==> src/rtl/router_pkg.sv <==
// rtl/router_pkg.sv - shared types and constants for the router packet source
package router_pkg;

    localparam int DATA_W_DEF = 8;
    localparam int ADDR_W     = 2;
    localparam int LEN_W_DEF  = DATA_W_DEF - ADDR_W;

    localparam logic [ADDR_W-1:0] ADDR_INVALID = 2'b11;

    typedef enum logic [2:0] {
        IDLE    = 3'd0,
        FILL    = 3'd1,
        HEADER  = 3'd2,
        PAYLOAD = 3'd3,
        PARITY  = 3'd4,
        ERR_CHK = 3'd5
    } state_t;

endpackage

==> src/rtl/router_pkt_tx_if.sv <==
// rtl/router_pkt_tx_if.sv - request, payload and router-side signals of the packet source
// master: the packet source (router_pkt_tx); slave: whoever feeds requests/payload and plays the router.
interface router_pkt_tx_if
    import router_pkg::*;
#(
    parameter int DATA_W = DATA_W_DEF
);
    logic                       req_valid;
    logic                       req_ready;
    logic [ADDR_W-1:0]          req_addr;
    logic [DATA_W-ADDR_W-1:0]   req_len;
    logic                       pl_valid;
    logic                       pl_ready;
    logic [DATA_W-1:0]          pl_data;
    logic                       busy;
    logic                       err;
    logic [DATA_W-1:0]          data_out;
    logic                       pkt_valid;
    logic                       tx_done;
    logic                       bad_req;
    logic [7:0]                 err_cnt;

    modport master (
        input  req_valid, req_addr, req_len, pl_valid, pl_data, busy, err,
        output req_ready, pl_ready, data_out, pkt_valid, tx_done, bad_req, err_cnt
    );

    modport slave (
        output req_valid, req_addr, req_len, pl_valid, pl_data, busy, err,
        input  req_ready, pl_ready, data_out, pkt_valid, tx_done, bad_req, err_cnt
    );

endinterface

==> src/rtl/router_tx_buf.sv <==
// rtl/router_tx_buf.sv - payload store: DEPTH x DATA_W, synchronous write, combinational read
// clk: clock; wr_en/wptr/wdata: write port; rptr/rdata: read port.
module router_tx_buf #(
    parameter int DATA_W = 8,
    parameter int DEPTH  = 63,
    parameter int PTR_W  = 6
) (
    input  logic              clk,
    input  logic              wr_en,
    input  logic [PTR_W-1:0]  wptr,
    input  logic [DATA_W-1:0] wdata,
    input  logic [PTR_W-1:0]  rptr,
    output logic [DATA_W-1:0] rdata
);
    logic [DATA_W-1:0] mem [DEPTH];

    always_ff @(posedge clk) begin
        if (wr_en && (wptr < PTR_W'(DEPTH))) begin
            mem[wptr] <= wdata;
        end
    end

    // The read pointer steps one past the last byte when the packet ends.
    assign rdata = (rptr < PTR_W'(DEPTH)) ? mem[rptr] : '0;

endmodule

==> src/rtl/router_pkt_tx.sv <==
// rtl/router_pkt_tx.sv - buffered packet source for the 1x3 router input port
// clk/rst: clock and synchronous active-low reset.
// bus (master): request (req_*), payload fill (pl_*), router side (data_out, pkt_valid, busy, err),
//               status (tx_done, bad_req, err_cnt).
module router_pkt_tx
    import router_pkg::*;
#(
    parameter int DATA_W   = DATA_W_DEF,
    parameter int MAX_LEN  = 63,
    parameter int ERR_WAIT = 2
) (
    input  logic            clk,
    input  logic            rst,
    router_pkt_tx_if.master bus
);
    localparam int LEN_W  = DATA_W - ADDR_W;
    localparam int PTR_W  = $clog2(MAX_LEN + 1);
    localparam int WAIT_W = (ERR_WAIT > 1) ? $clog2(ERR_WAIT) : 1;

    state_t              state_q, state_d;
    logic [ADDR_W-1:0]   addr_q, addr_d;
    logic [LEN_W-1:0]    len_q, len_d;
    logic [PTR_W-1:0]    wptr_q, wptr_d;
    logic [PTR_W-1:0]    rptr_q, rptr_d;
    logic [DATA_W-1:0]   parity_q, parity_d;
    logic [WAIT_W-1:0]   wait_q, wait_d;
    logic                err_seen_q, err_seen_d;
    logic [7:0]          err_cnt_q, err_cnt_d;
    logic [DATA_W-1:0]   data_out_q, data_out_d;
    logic                pkt_valid_q, pkt_valid_d;
    logic                tx_done_q, tx_done_d;
    logic                bad_req_q, bad_req_d;

    logic                buf_we;
    logic [DATA_W-1:0]   buf_rdata;
    logic                req_legal;

    assign req_legal = (bus.req_addr != ADDR_INVALID) && (bus.req_len != '0);

    router_tx_buf #(
        .DATA_W (DATA_W),
        .DEPTH  (MAX_LEN),
        .PTR_W  (PTR_W)
    ) u_buf (
        .clk   (clk),
        .wr_en (buf_we),
        .wptr  (wptr_q),
        .wdata (bus.pl_data),
        .rptr  (rptr_d),
        .rdata (buf_rdata)
    );

    always_ff @(posedge clk) begin
        if (!rst) begin
            state_q     <= IDLE;
            addr_q      <= '0;
            len_q       <= '0;
            wptr_q      <= '0;
            rptr_q      <= '0;
            parity_q    <= '0;
            wait_q      <= '0;
            err_seen_q  <= 1'b0;
            err_cnt_q   <= '0;
            data_out_q  <= '0;
            pkt_valid_q <= 1'b0;
            tx_done_q   <= 1'b0;
            bad_req_q   <= 1'b0;
        end else begin
            state_q     <= state_d;
            addr_q      <= addr_d;
            len_q       <= len_d;
            wptr_q      <= wptr_d;
            rptr_q      <= rptr_d;
            parity_q    <= parity_d;
            wait_q      <= wait_d;
            err_seen_q  <= err_seen_d;
            err_cnt_q   <= err_cnt_d;
            data_out_q  <= data_out_d;
            pkt_valid_q <= pkt_valid_d;
            tx_done_q   <= tx_done_d;
            bad_req_q   <= bad_req_d;
        end
    end

    always_comb begin
        state_d    = state_q;
        addr_d     = addr_q;
        len_d      = len_q;
        wptr_d     = wptr_q;
        rptr_d     = rptr_q;
        parity_d   = parity_q;
        wait_d     = wait_q;
        err_seen_d = err_seen_q;
        err_cnt_d  = err_cnt_q;
        buf_we     = 1'b0;
        case (state_q)
            IDLE: begin
                if (bus.req_valid && req_legal) begin
                    addr_d   = bus.req_addr;
                    len_d    = bus.req_len;
                    wptr_d   = '0;
                    rptr_d   = '0;
                    parity_d = {bus.req_len, bus.req_addr};
                    state_d  = FILL;
                end
            end
            FILL: begin
                if (bus.pl_valid) begin
                    buf_we   = 1'b1;
                    wptr_d   = wptr_q + 1'b1;
                    parity_d = parity_q ^ bus.pl_data;
                    if (wptr_d == PTR_W'(len_q)) begin
                        state_d = HEADER;
                    end
                end
            end
            HEADER: begin
                if (!bus.busy) begin
                    state_d = PAYLOAD;
                end
            end
            PAYLOAD: begin
                if (!bus.busy) begin
                    rptr_d = rptr_q + 1'b1;
                    if (rptr_d == PTR_W'(len_q)) begin
                        state_d = PARITY;
                    end
                end
            end
            PARITY: begin
                if (!bus.busy) begin
                    wait_d     = '0;
                    err_seen_d = 1'b0;
                    state_d    = ERR_CHK;
                end
            end
            ERR_CHK: begin
                // Any err in the window counts the packet once.
                err_seen_d = err_seen_q | bus.err;
                if (wait_q == WAIT_W'(ERR_WAIT - 1)) begin
                    state_d = IDLE;
                    if (err_seen_d && (err_cnt_q != 8'hFF)) begin
                        err_cnt_d = err_cnt_q + 8'd1;
                    end
                end else begin
                    wait_d = wait_q + 1'b1;
                end
            end
            default: state_d = IDLE;
        endcase
    end

    // Outputs are decoded from the next state so the registered copies line up
    // with the state they describe.
    always_comb begin
        data_out_d  = '0;
        pkt_valid_d = 1'b0;
        tx_done_d   = 1'b0;
        bad_req_d   = (state_q == IDLE) && bus.req_valid && !req_legal;
        case (state_d)
            HEADER: begin
                data_out_d  = {len_d, addr_d};
                pkt_valid_d = 1'b1;
            end
            PAYLOAD: begin
                data_out_d  = buf_rdata;
                pkt_valid_d = 1'b1;
            end
            PARITY:  data_out_d = parity_d;
            ERR_CHK: tx_done_d  = (wait_d == WAIT_W'(ERR_WAIT - 1));
            default: data_out_d = '0;
        endcase
    end

    assign bus.req_ready = (state_q == IDLE);
    assign bus.pl_ready  = (state_q == FILL);
    assign bus.data_out  = data_out_q;
    assign bus.pkt_valid = pkt_valid_q;
    assign bus.tx_done   = tx_done_q;
    assign bus.bad_req   = bad_req_q;
    assign bus.err_cnt   = err_cnt_q;

endmodule

==> src/flat_wrapper.sv <==
// flat-port wrapper written by rule: the top's interface ports become plain ports
module router_pkt_tx_flat import router_pkg::*;
#(
    parameter int DATA_W   = DATA_W_DEF,
    parameter int MAX_LEN  = 63,
    parameter int ERR_WAIT = 2
)
  (clk, rst, bus_req_valid, bus_req_addr, bus_req_len, bus_pl_valid, bus_pl_data, bus_busy, bus_err, bus_req_ready, bus_pl_ready, bus_data_out, bus_pkt_valid, bus_tx_done, bus_bad_req, bus_err_cnt);
  router_pkt_tx_if #(.DATA_W(DATA_W)) bus_i ();
  input  logic clk;
  input  logic rst;
  input wire logic [$bits(bus_i.req_valid)-1:0] bus_req_valid;
  input wire logic [$bits(bus_i.req_addr)-1:0] bus_req_addr;
  input wire logic [$bits(bus_i.req_len)-1:0] bus_req_len;
  input wire logic [$bits(bus_i.pl_valid)-1:0] bus_pl_valid;
  input wire logic [$bits(bus_i.pl_data)-1:0] bus_pl_data;
  input wire logic [$bits(bus_i.busy)-1:0] bus_busy;
  input wire logic [$bits(bus_i.err)-1:0] bus_err;
  output wire logic [$bits(bus_i.req_ready)-1:0] bus_req_ready;
  output wire logic [$bits(bus_i.pl_ready)-1:0] bus_pl_ready;
  output wire logic [$bits(bus_i.data_out)-1:0] bus_data_out;
  output wire logic [$bits(bus_i.pkt_valid)-1:0] bus_pkt_valid;
  output wire logic [$bits(bus_i.tx_done)-1:0] bus_tx_done;
  output wire logic [$bits(bus_i.bad_req)-1:0] bus_bad_req;
  output wire logic [$bits(bus_i.err_cnt)-1:0] bus_err_cnt;
  assign bus_i.req_valid = bus_req_valid;
  assign bus_i.req_addr = bus_req_addr;
  assign bus_i.req_len = bus_req_len;
  assign bus_i.pl_valid = bus_pl_valid;
  assign bus_i.pl_data = bus_pl_data;
  assign bus_i.busy = bus_busy;
  assign bus_i.err = bus_err;
  assign bus_req_ready = bus_i.req_ready;
  assign bus_pl_ready = bus_i.pl_ready;
  assign bus_data_out = bus_i.data_out;
  assign bus_pkt_valid = bus_i.pkt_valid;
  assign bus_tx_done = bus_i.tx_done;
  assign bus_bad_req = bus_i.bad_req;
  assign bus_err_cnt = bus_i.err_cnt;
  router_pkt_tx #(.DATA_W(DATA_W), .MAX_LEN(MAX_LEN), .ERR_WAIT(ERR_WAIT)) u_core (.clk(clk), .rst(rst), .bus(bus_i));
endmodule
==> config.mk <==
export PLATFORM = sky130hd
export DESIGN_NAME = router_pkt_tx_flat
export DESIGN_NICKNAME = d
export VERILOG_FILES = /design/src/rtl/router_pkg.sv /design/src/rtl/router_pkt_tx_if.sv /design/src/rtl/router_tx_buf.sv /design/src/rtl/router_pkt_tx.sv /design/src/flat_wrapper.sv
export SDC_FILE = /design/constraint.sdc
export NUM_CORES = 1
export LEC_CHECK = 0
export CAP_MARGIN = 20
export CORE_ASPECT_RATIO = 1.5
export CORE_UTILIZATION = 55
export DETAILED_ROUTE_END_ITERATION = 10
export PLACE_DENSITY = 0.72
export SETUP_SLACK_MARGIN = 0.2
export SLEW_MARGIN = 20
export SYNTH_ARGS = -nofsm -noshare
export SYNTH_HDL_FRONTEND = slang
export SYNTH_SLANG_ARGS = --single-unit
==> constraint.sdc <==
create_clock -name clk -period 4.4 [get_ports clk]
set_clock_uncertainty 0.05 [all_clocks]
set_input_delay 1.32 -clock clk [delete_from_list [all_inputs] [get_ports clk]]
set_output_delay 1.32 -clock clk [all_outputs]
set_load 0.01 [all_outputs]
---- Word level (Yosys, flattened, before mapping) ----
Memory sizes are Yosys's and may differ from the RTL's.
Cells that the tools add are included.
cells by class
  bitwise gates (word level) .............. 2
  magnitude comparators ................... 2
  eq/ne operators ......................... 16
  mux-type cells .......................... 34
  reductions and logical operators ........ 16
  add/sub/neg operators ................... 4
operators with widths
  kind                                           count
  2-to-1 mux 6 bit                               6
  2-to-1 mux 3 bit                               8
  2-to-1 mux 8 bit                               3
  one-hot mux 6 bit (2 select lines)             2
  one-hot mux 8 bit (3 select lines)             1
  one-hot mux 3 bit (6 select lines)             1
  one-hot mux 8 bit (2 select lines)             1
  adder 6 x 1 -> 6 bit, second input constant    2
  == test 3 x 2 -> 1 bit, second input constant  4
  == test 3 bit, second input constant           4
  == test 6 bit                                  2
  < comparator 6 bit, second input constant      2
  adder 8 x 1 -> 8 bit, second input constant    1
  2-to-1 mux 1 bit                               8
  inequality test 8 bit, second input constant   1
  XOR 8 bit                                      1
  logical AND 1 bit                              6
  inequality test 2 bit, second input constant   3
  AND reduction 3 bit                            2
  nonzero test 6 bit                             1
  2-to-1 mux 2 bit                               2
  one-hot mux 1 bit (2 select lines)             2
  AND reduction 2 bit                            2
  nonzero test 2 bit                             2
  other kinds (7)                                7
storage, ports and cells
  memories kept ........................... 1
  RAM bits ................................ 504
  output and inout port bits .............. 21
  register bits after elaboration ......... 52
memory list
  memory            depth  width  rd ports  clocked after memory_dff  write ports  line                 text
  u_core.u_buf.mem  63     8      1         0                         1            router_tx_buf.sv:15  logic [DATA_W-1:0] mem [DEPTH];

---- Longest topological paths before layout ----
  depth in word-level cells ............... 8
  gate-level depth with buffers ........... 15

---- Cells and area by module ----
Synthesis repeated with hierarchy kept, for this count alone.
second synthesis, totals
  cell total of the unflattened synthesis .. 1325
  area, all modules ....................... 22447.8 µm²
modules (own cells, without submodules)
  module         times used  area each (µm²)  cells each  sequential area each (µm²)
  router_tx_buf  1           19647.6          973         15134.5
  router_pkt_tx  1           2800.2           352         1041.0

---- Least setup slack after synthesis ----
No wires, ideal clock.
  path type ............................... input-to-reg
  from .................................... input port bus_req_len[4]
  to ...................................... register u_core.data_out_q[2], in the netlist u_core.bus.data_out[2]
  data required time ...................... 4228 ps
  slack ................................... 588 ps
  arrival ................................. 3640 ps
  setup time .............................. 122 ps
  stages on the path ...................... 12
  cell sequence ........................... or4_4 o211ai_4 a21o_1 buf_4 buf_6 buf_6 mux2i_1 mux2_2 o22ai_1 a221oi_1 a31oi_1 a311o_1
on the way
  cells in the longest elaborated chain, start to end .. 8
  elaborated cells on any way between the ends .. 18
ends and longest elaborated chain
  what                                                                   line                  text
  start, declared                                                        flat_wrapper.sv:14    input wire logic [$bits(bus_i.req_len)-1:0] bus_req_len;
  nonzero test 6 bit (*)                                                 router_pkt_tx.sv:38   assign req_legal = (bus.req_addr != ADDR_INVALID) && (bus.req_len != '0);
  logical AND 1 bit (*)                                                  router_pkt_tx.sv:38
  logical AND 1 bit (*)                                                  router_pkt_tx.sv:98   if (bus.req_valid && req_legal) begin
  2-to-1 mux 6 bit                                                       router_pkt_tx.sv:98
  one-hot mux 6 bit (2 select lines)                                     router_pkt_tx.sv:96   case (state_q)
  memory read (63 x 8 bit) / < comparator 6 bit (equally long branches)  -
  2-to-1 mux 8 bit                                                       router_tx_buf.sv:24   assign rdata = (rptr < PTR_W'(DEPTH)) ? mem[rptr] : '0;
  one-hot mux 8 bit (3 select lines) (*)                                 router_pkt_tx.sv:160  case (state_d)
  end signal, assigned                                                   router_pkt_tx.sv:78   data_out_q <= data_out_d;
  end, declared                                                          router_pkt_tx.sv:29   logic [DATA_W-1:0] data_out_q, data_out_d;
Every way passes the cells marked *; elsewhere a longest branch is shown, timed or not.
A chain may end at the register's enable or synchronous reset.

---- Worst setup path after layout ----
  from .................................... input port bus_req_len[4]
  to ...................................... register u_core.data_out_q[0], in the netlist u_core.bus.data_out[0]
Same word-level chain as after synthesis.

==> run summary <==
status: completed
total global routing overflow: 0
Commonest cells post-synth: edfxtp_1, nand2_1, nand3_1
FILL cells: 2978
RSZ-0062 raised after global routing: yes
mux share of post-synthesis cell area: 4.23%
IO Port Bufs: 42
ANT nets after route: 0
CTS tree: built
area of the core: 41200 um^2
WL final: 64700 um
worst setup margin: 0.200 ns
largest net degree at the start of global routing: 65
Hold WC Path Type: reg -> reg
Die X: 169 um
Sink Count: 556
total power: 10.5 mW
period utilization: 95.5%
Post-synth top flop: edfxtp_1
Area growth syn-to-layout: 18.5%
register area share after synthesis: 70.2%
main area contributors after synthesis: edfxtp_1, nand2_1, dfxtp_1
final setup TNS: 0 ns
Worst-Margin Slew: 0.795 ns
LEAKAGE: 9.42 nW
Via Count: 15.9k
die height: 253 um
clock transition at the registers of the reported paths: 0.07 ns
Synth Area per Inst: 13.2 um^2
post-synthesis cell count: 1743
Worst setup EP type: register
top cell type's share of synthesized area: 65.7%
clock insertion delay at the later pin of the skew report: 0.59 ns
critical-path maximum fanout: 13
Remaining DRCs: 0
vias per cell: 6.18
synthesized flop and latch total: 556
fraction of the mapped netlist area in compound gates: 8.68%
Final min period: 4.20 ns
Mapped Nets: 1768
Longest Clk Path Bufs: 3
# setup viols final: 0
Initial Utilization: 55.9%
post-synthesis adder-cell area fraction: 0.163%
Rows: 91
worst slack, placed: -0.621 ns
Netlist Area Pre-Place: 23000 um^2
maxcap violations: 0
Post-Synth Simple-Gate Area: 13.4%
Max VDD drop: 0.000331 V
multi-input logic area: 6430 um^2
Startpoint Class: input pin
first-pass GRT wire length: 95100 um
GPL Wtd Cong: 0.978
DR iter-0 viols: 1927
EDFF count, synth: 504
gr usage total: 30.5%
layout cells sized above 1: 18.8%
most common cell in the netlist: edfxtp_1
TritonCTS buffer count: 49
ys async rst share: 0%
Yosys warnings: 0
Antenna Cells: 0
DP HPWL: 44300 um
largest family of logic cells by synthesized area: simple AND/OR/NAND/NOR gates
Max Transition Viols Final: 0
antenna violations before repair: 0
pwr dens: 383 nW/um^2
Max-slew headroom: 46.7%
Reg area: 16200 um^2
CTS Root Cell: clkbuf_16
IO Pins: 43
hold slack: 0.434 ns
Final Hold Fails: 0
post-synth cell types: 76
XOR/XNOR Fraction of Synth Area: 0.912%
drt wl/cell: 25.1 um
die area: 42700 um^2
FMAX: 0.238 GHz
placed insts: 2483
H-tree Lvls: 2
vias in the first global route: 15.6k
data required time of the critical path: 4.80 ns
Worst Path Arrival: 4.60 ns
cell taking the most area after synthesis: edfxtp_1
CTS Hold Bufs: 0
Layout Cells excl Fill: 2575
drt pass-1 iters: 6
final net count: 2002
Worst Path Class, Setup: in -> reg
## state kept, by name, indices dropped and copies added (netlist names)
name and count:
u_core.rptr_q 6, u_core.parity_q 8, u_core.bus.tx_done 1, u_core.bus.data_out 8, u_core.err_seen_q 1, u_core.addr_q 2, u_core.wait_q 1, u_core.u_buf.mem 504
u_core.bus.err_cnt 8, u_core.len_q 6, u_core.wptr_q 6, u_core.state_q 3, u_core.bus.pkt_valid 1, u_core.bus.bad_req 1
## worst max-delay path, stage by stage
cell,delay [ns]
clkdlybuf4s50_1,0.43
or4_4,0.57
o211ai_4,0.28
a21o_4,0.30
buf_12,0.19
mux2i_1,0.49
a211oi_2,0.23
nand3_1,0.14
o2111ai_1,0.19
nor4_1,0.35
o21ai_1,0.10
## placed cells by master, fill, tap and decap left out, drive strengths merged, types with 5 or more instances in the layout
cell type	synthesis	layout
xnor2	13	13
nand3	134	134
dfxtp	52	52
a211o	5	5
o22ai	8	8
inv	7	8
a31o	5	5
a211oi	13	13
a22oi	16	16
mux2	15	15
or3	5	5
a311o	6	6
a31oi	40	40
nor2b	20	20
clkbuf	40	65
nand3b	7	7
o21ai	48	48
buf	62	251
clkinv	0	17
a221oi	32	32
and3	26	26
edfxtp	504	504
nor3	15	15
a21boi	11	11
a32o	7	7
nand2b	5	5
and2	25	25
mux2i	76	76
xor2	11	11
o211ai	8	8
nor2	88	88
a21oi	49	49
nand2	314	314
clkdlybuf4s50	0	34
nand4	16	16
## stage by stage
step	util, %	area (um^2)
3_3_place_gp	62.2	25600
4_1_cts	66.1	27200
3_5_place_dp	62.2	25600
5_1_grt	66.3	27300
2_1_floorplan	-	23000
6_report	66.3	27300
## routing by layer
metal	GRT usage, %	vias to the layer above	part of all wire [%]	routed length, um
li1	-	7043	-	-
met1	36.8	7829	36	23500
met2	51.8	830	50	32000
met3	4.20	217	7.4	4820
met4	19.1	0	6.7	4350
met5	0	-	0	0
## where the power goes
| part | leakage [nW] | internal [mW] | switching (mW) | total, mW |
|---|---|---|---|---|
| logic | 3.71 | 0.154 | 0.286 | 0.441 |
| registers | 4.95 | 5.78 | 0.0297 | 5.81 |
| clock network | 0.755 | 2.37 | 1.86 | 4.22 |
| total | 9.42 | 8.30 | 2.17 | 10.5 |
## what timing repair did
item | 4_1_cts | 5_1_grt
buffers inserted | 0 | 1
hold endpoints to repair | 0 | 0
gates resized for setup | 4 | 15
setup endpoints to repair | 6 | 7
pin swaps | 0 | 1
## worst paths after layout
path	cells past startpoint	slack (ns)	startpoint	endpoint
min reg2reg	2	0.43	u_core.addr_q[0]$_SDFF_PN0_	u_core.addr_q[0]$_SDFF_PN0_
max	11	0.20	bus_req_len[4]	u_core.bus.data_out[0]$_SDFF_PN0_
max reg2reg	11	0.90	u_core.state_q[0]$_SDFF_PN0_	u_core.bus.data_out[7]$_SDFF_PN0_
min	2	0.43	u_core.addr_q[0]$_SDFF_PN0_	u_core.addr_q[0]$_SDFF_PN0_
## layout make-up
cell class,instances,area share (%)
sequential,556,59.2
clock inverter,26,0.871
inverter,7,0.0962
tap,558,2.56
timing repair buffer,285,8.83
multi-input combinational,1078,23.5
clock buffer,65,4.87
## cell families (layout without fill, tap and decap cells)
kind of cell	after synthesis	count (layout)
AO/OA/AOI/OAI	284	284
XOR/XNOR	24	24
adder cells (fa/ha/maj)	3	3
buffers and inverters	109	383
flip-flops	556	556
multiplexers	93	93
AND/OR/NAND/NOR	674	674
No activity file was read; power rests on OpenSTA's default activity.
